<file path="src/rtl/sub_pkg.sv">
// Shared definitions for the sequential 32-bit subtractor: FSM encoding and default geometry.
package sub_pkg;

  localparam int WIDTH_DEF = 32;
  localparam int SLICE_DEF = 4;
  localparam int NSLICE    = WIDTH_DEF / SLICE_DEF;

  typedef enum logic [1:0] {
    ST_IDLE = 2'd0,
    ST_RUN  = 2'd1,
    ST_DONE = 2'd2
  } state_t;

endpackage

</file>
<file path="src/rtl/sub4b.sv">
// Combinational 4-bit ripple-borrow subtractor built from four full-subtractor cells.
module sub4b
  import sub_pkg::*;
(
  output logic [3:0] diff,
  output logic       bout,
  input  logic [3:0] a,
  input  logic [3:0] b,
  input  logic       bin
);

  logic [4:0] chain;

  assign chain[0] = bin;

  // A cell borrows when a < b, or when a == b and a borrow arrives from below.
  for (genvar i = 0; i < 4; i++) begin : g_cell
    assign diff[i]      = a[i] ^ b[i] ^ chain[i];
    assign chain[i + 1] = (~a[i] & b[i]) | (~(a[i] ^ b[i]) & chain[i]);
  end

  assign bout = chain[4];

endmodule

</file>
<file path="src/rtl/sub32b_seq.sv">
// Multi-cycle subtractor resolving one 4-bit slice per clock with a registered borrow.
// Optional signed-overflow output is enabled by defining SUB_OVF_EN.
module sub32b_seq
  import sub_pkg::*;
#(
  parameter int WIDTH = WIDTH_DEF,
  parameter int SLICE = SLICE_DEF
) (
  input  logic             clk,
  input  logic             reset,
  input  logic             in_valid,
  output logic             in_ready,
  input  logic [WIDTH-1:0] minuend,
  input  logic [WIDTH-1:0] subtrahend,
  output logic             out_valid,
  input  logic             out_ready,
  output logic [WIDTH-1:0] diff,
  output logic             borrow
`ifdef SUB_OVF_EN
  ,
  output logic             ovf
`endif
);

  localparam int NS = WIDTH / SLICE;
  localparam int KW = (NS > 1) ? $clog2(NS) : 1;
  localparam logic [KW-1:0] K_LAST = KW'(NS - 1);

  state_t           state;
  state_t           state_nxt;
  logic [KW-1:0]    k;
  logic [WIDTH-1:0] a_q;
  logic [WIDTH-1:0] b_q;
  logic [WIDTH-1:0] diff_q;
  logic             bin_q;
  logic             borrow_q;
  logic             ready_q;
  logic             accept;
  logic [SLICE-1:0] a_sl;
  logic [SLICE-1:0] b_sl;
  logic [SLICE-1:0] d_sl;
  logic             bout_sl;
`ifdef SUB_OVF_EN
  logic             ovf_q;
`endif

  assign a_sl = a_q[k*SLICE +: SLICE];
  assign b_sl = b_q[k*SLICE +: SLICE];

  sub4b u_slice (
    .diff (d_sl),
    .bout (bout_sl),
    .a    (a_sl),
    .b    (b_sl),
    .bin  (bin_q)
  );

  // ready_q keeps in_ready low while reset is held, without a combinational path from reset.
  assign in_ready  = (state == ST_IDLE) && ready_q;
  assign out_valid = (state == ST_DONE);
  assign accept    = in_valid && in_ready;
  assign diff      = diff_q;
  assign borrow    = borrow_q;
`ifdef SUB_OVF_EN
  assign ovf       = ovf_q;
`endif

  always_comb begin
    state_nxt = state;
    case (state)
      ST_IDLE: if (accept) state_nxt = ST_RUN;
      ST_RUN:  if (k == K_LAST) state_nxt = ST_DONE;
      ST_DONE: if (out_ready) state_nxt = ST_IDLE;
      default: state_nxt = ST_IDLE;
    endcase
  end

  always_ff @(posedge clk) begin
    if (!reset) begin
      state    <= ST_IDLE;
      ready_q  <= 1'b0;
      k        <= '0;
      a_q      <= '0;
      b_q      <= '0;
      diff_q   <= '0;
      bin_q    <= 1'b0;
      borrow_q <= 1'b0;
`ifdef SUB_OVF_EN
      ovf_q    <= 1'b0;
`endif
    end else begin
      state   <= state_nxt;
      ready_q <= 1'b1;
      case (state)
        ST_IDLE: begin
          if (accept) begin
            a_q      <= minuend;
            b_q      <= subtrahend;
            k        <= '0;
            bin_q    <= 1'b0;
            diff_q   <= '0;
            borrow_q <= 1'b0;
`ifdef SUB_OVF_EN
            ovf_q    <= 1'b0;
`endif
          end
        end
        ST_RUN: begin
          diff_q[k*SLICE +: SLICE] <= d_sl;
          bin_q                    <= bout_sl;
          k                        <= k + 1'b1;
          // The top slice's MSB is the sign of the full difference.
          if (k == K_LAST) begin
            borrow_q <= bout_sl;
`ifdef SUB_OVF_EN
            ovf_q    <= (a_q[WIDTH-1] != b_q[WIDTH-1]) && (d_sl[SLICE-1] != a_q[WIDTH-1]);
`endif
          end
        end
        default: ;
      endcase
    end
  end

endmodule

</file>
<file path="config.mk">
export PLATFORM = sky130hd
export DESIGN_NAME = sub32b_seq
export DESIGN_NICKNAME = d
export VERILOG_FILES = /design/src/rtl/sub_pkg.sv /design/src/rtl/sub4b.sv /design/src/rtl/sub32b_seq.sv
export SDC_FILE = /design/constraint.sdc
export NUM_CORES = 1
export LEC_CHECK = 0
export ABC_AREA = 1
export CAP_MARGIN = 0
export CORE_AREA = 10 10 113 115
export DETAILED_ROUTE_END_ITERATION = 10
export DIE_AREA = 0 0 123 125
export HOLD_SLACK_MARGIN = 0.05
export PLACE_DENSITY = 0.87
export SLEW_MARGIN = 0
export SYNTH_ARGS = -nofsm -noshare
export SYNTH_HDL_FRONTEND = slang
export SYNTH_SLANG_ARGS = --single-unit
</file>
<file path="constraint.sdc">
create_clock -name clk -period 3.3 [get_ports clk]
set_input_delay 0.66 -clock clk [delete_from_list [all_inputs] [get_ports clk]]
set_output_delay 0.66 -clock clk [all_outputs]
set_load 0.1 [all_outputs]
</file>
==> summary.md <==
| Metric | Value |
|---|---|
| Synth async-reset ratio | 0 |
| Setup TNS | 0 ns |
| Ports | 103 |
| Routed len/inst | around 15 µm |
| Crit start category | flip-flop |
| Complex-gate fraction of the synthesized area | 0.2054 |
| Fmax | between 0.3 and 0.4 GHz |
| TritonCTS Buffers | 9 |
| WS Path Type | flip-flop to flip-flop |
| N_diodes | 0 |
| Routed Antenna Nets | 0 |
| Crit. End Element | flip-flop |
| Die area | around 0.015 mm² |
| Final setup viols | 0 |
| Post-Layout Cell Count | approximately 870 |
| Commonest non-fill, non-tap cell in the layout | a21oi_1 |
| Die Y-Extent | 125 µm |
| Root Buffer | clkbuf_8 |
| Seq/Total Area, Yosys | 0.4404 |
| Routability congestion estimate | about 0.90 |
| Post-synthesis simple-gate area fraction | 0.2350 |
| Clk sinks | approximately 100 |
| Leading cell types in the layout, fill and taps excluded | a21oi_1 (127), nand2_1 (108), dfxtp_1 (102) |
| Area share of the largest cell type after synthesis | 0.4404 |
| Hold Fails Final Rpt | 0 |
| Main combinational cell family by area after synthesis | simple AND/OR/NAND/NOR gates |
| Placed cells | 850 |
| Leading area contributor after synthesis | dfxtp_1 |
| Cells after synthesis | ~640 |
| Outcome | completed |
| First-iteration detailed-routing DRC count | 515 |
| CTS tree | yes |
| #FFs+latches synth | between 100 and 150 |
| Top post-synthesis cells by area | dfxtp_1 (44%), a21oi_1 (13%), nand3_1 (9.2%) |
| Clock Pin Slew Worst Setup and Hold Paths | around 0.1 ns |
| Worst R2R Start | k[0] |
| Die Width | approximately 120 µm |
| Post-synth EDFFs | 0 |
| Post-Synth XOR/XNOR Area | 0 |
| Latest clock arrival within the worst-skew pair | 0.38 ns |
| YS warnings | 0 |
| Most common flop cell mapped by yosys | dfxtp_1 |
| Hold_sp | b_q[30] |
| Core area | 0.01060 mm² |
| Vias in the first global route | 4,317 |
| Total of max-cap violations | 0 |
| Remaining global-route overflow | 0 |
| Mux cell area share after synthesis | 0 |
| Synthesized area | around 0.0047 mm² |
| Vias | 4,645 |
| Row cnt | 38 |
| Slew Limit Fails | 0 |
| Static Leakage | between 0.002 and 0.0025 µW |
| First-pass GRT wire length | approximately 21,000 µm |
| Clock Tree Buf Depth | 2 |
| Fillers | around 950 |
| Largest net degree at the start of global routing | 48 |
| Via density | roughly 5.4 |
| Mean post-synth cell area | about 7.4 µm² |
| Starting Density | 0.4458 |
| Htree depth | 3 |
| Setup Skew | 0.01447 ns |
| Post-DP HPWL | between 9000 and 10,000 µm |
| Final min period | ~3.1 ns |
| Adder-cell share of the synthesized area | 0.03547 |
| DR pass1 iterations | 5 |
| Register area | 0.002085 mm² |
| Gr usage total | 0.1705 |
| VDD IR max | between 200 and 250 µV |
| Share of layout cells above drive strength 1 | 0.1252 |
| Slew @ Worst Pin | approximately 0.63 ns |
| Worst rel slew slack | 0.5826 |
| Final Cycle Share | 0.9406 |
| Synth Net Count | 717 |
| Drt total wl | 13,230 µm |
| RSZ-0062 raised after global routing | false |
| Hold Path Class | flip-flop to flip-flop |
| CP startpoint | k[0] |
| Initial antenna violation count | 0 |
| Worst EP required | 3.61 ns |
| Synth cell types | 28 |
| Area Growth Syn to Fin | 27.18% |
| Buffers on Ports | around 100 |
| Area occupied by multi-input gates | 0.002272 mm² |
| Final nets | 801 |
| Remaining DRCs | 0 |
| WP data arrival | 3.41 ns |
| PD cells | roughly 430 mW/mm² |
| CP Max Fanout | 31 |
-- layer usage --
| layer | part of all wire | GRT usage | vias to the layer above | wire, µm |
|---|---|---|---|---|
| met2 | 0.47 | 0.2650 | 171 | 6185 |
| li1 | - | - | 2313 | - |
| met3 | 0.072 | 0.03960 | 24 | 956 |
| met1 | 0.44 | 0.2252 | 2137 | 5810 |
| met5 | 0 | 0 | - | 0 |
| met4 | 0.021 | 0.06100 | 0 | 276 |
-- sequential cells by signal, indices dropped and copies added, names as in the netlist --
name	flops
a_q	32
ready_q	1
k	3
diff	32
borrow	1
bin_q	1
b_q	32
state	2
-- area by class of cell --
type                    count  share of cell area
multi-input cells         444              0.3779
flip-flops and latches    104              0.3467
repair buffers            119              0.1875
well taps                 140             0.02914
inverters                  44             0.02747
clock buffers              10             0.02289
clock inverters             6            0.008325
-- worst max-delay path, cell delays in order (launching register included) --
cell and delay, ns:
dfxtp_2 0.36, buf_12 0.16, a21oi_1 0.15, o21ai_0 0.10, o21ai_0 0.08, nand2_1 0.07, nand2_1 0.09, fa_1 0.16
inv_1 0.05, fa_1 0.38, fa_2 0.36, fa_1 0.59, nand3_2 0.14, nor2_4 0.13, nand2_1 0.06, a21oi_1 0.15
-- cells by family (layout without fill, tap and decap cells) --
group / Yosys count / count (layout)
AND/OR/NAND/NOR: 241 / 241
adder cells (fa/ha/maj): 11 / 11
flip-flops: 104 / 104
AO/OA/AOI/OAI: 192 / 192
buffers and inverters: 90 / 179
-- cell usage after synthesis (4+ instances only) --
library cell	n
buf_6	4
clkbuf_1	21
nand3b_1	5
nand4_1	4
a21oi_1	127
ha_1	7
fa_1	4
nand3_1	87
o21ai_0	61
o211ai_1	4
dfxtp_1	104
inv_1	39
nand2_1	108
nor2_1	26
inv_2	4
buf_2	15
-- stage by stage --
| stage | instance area [µm²] | power (µW) | utilization | worst slack, ns | hold slack, ns |
|---|---|---|---|---|---|
| 2_1_floorplan | 4727 | 1658 | - | 0.1241 | 0.4292 |
| 3_3_place_gp | 5776 | 1829 | 0.5447 | 0.1746 | 0.4429 |
| 3_5_place_dp | 5776 | 1836 | 0.5447 | 0.1063 | 0.4518 |
| 4_1_cts | 5963 | 2569 | 0.5624 | 0.06608 | 0.4654 |
| 5_1_grt | 6012 | 2701 | 0.5670 | 0.0002558 | 0.4914 |
| 6_report | 6012 | 2586 | 0.5670 | 0.1960 | 0.4658 |
-- report_power, final --
group	switching (µW)	internal (µW)	total (µW)
clock	448	304	752
sequential	27.5	1310	1330
combinational	289	211	500
total	764	1820	2590
-- what timing repair did --
| item | in CTS | in global routing |
|---|---|---|
| hold buffers | 0 | 0 |
| gates resized for setup | 0 | 13 |
| setup buffers | 0 | 1 |
| endpoints found under the setup margin | 0 | 8 |
-- worst paths after layout --
path / end / slack [ns] / cells after the start
worst max-delay path: diff[7] / 0.20 / 15
worst min-delay path: b_q[30] / 0.47 / 2
worst max register to register: diff[7] / 0.20 / 15
worst min register to register: b_q[30] / 0.47 / 2
(Power assumes the default switching activity.)
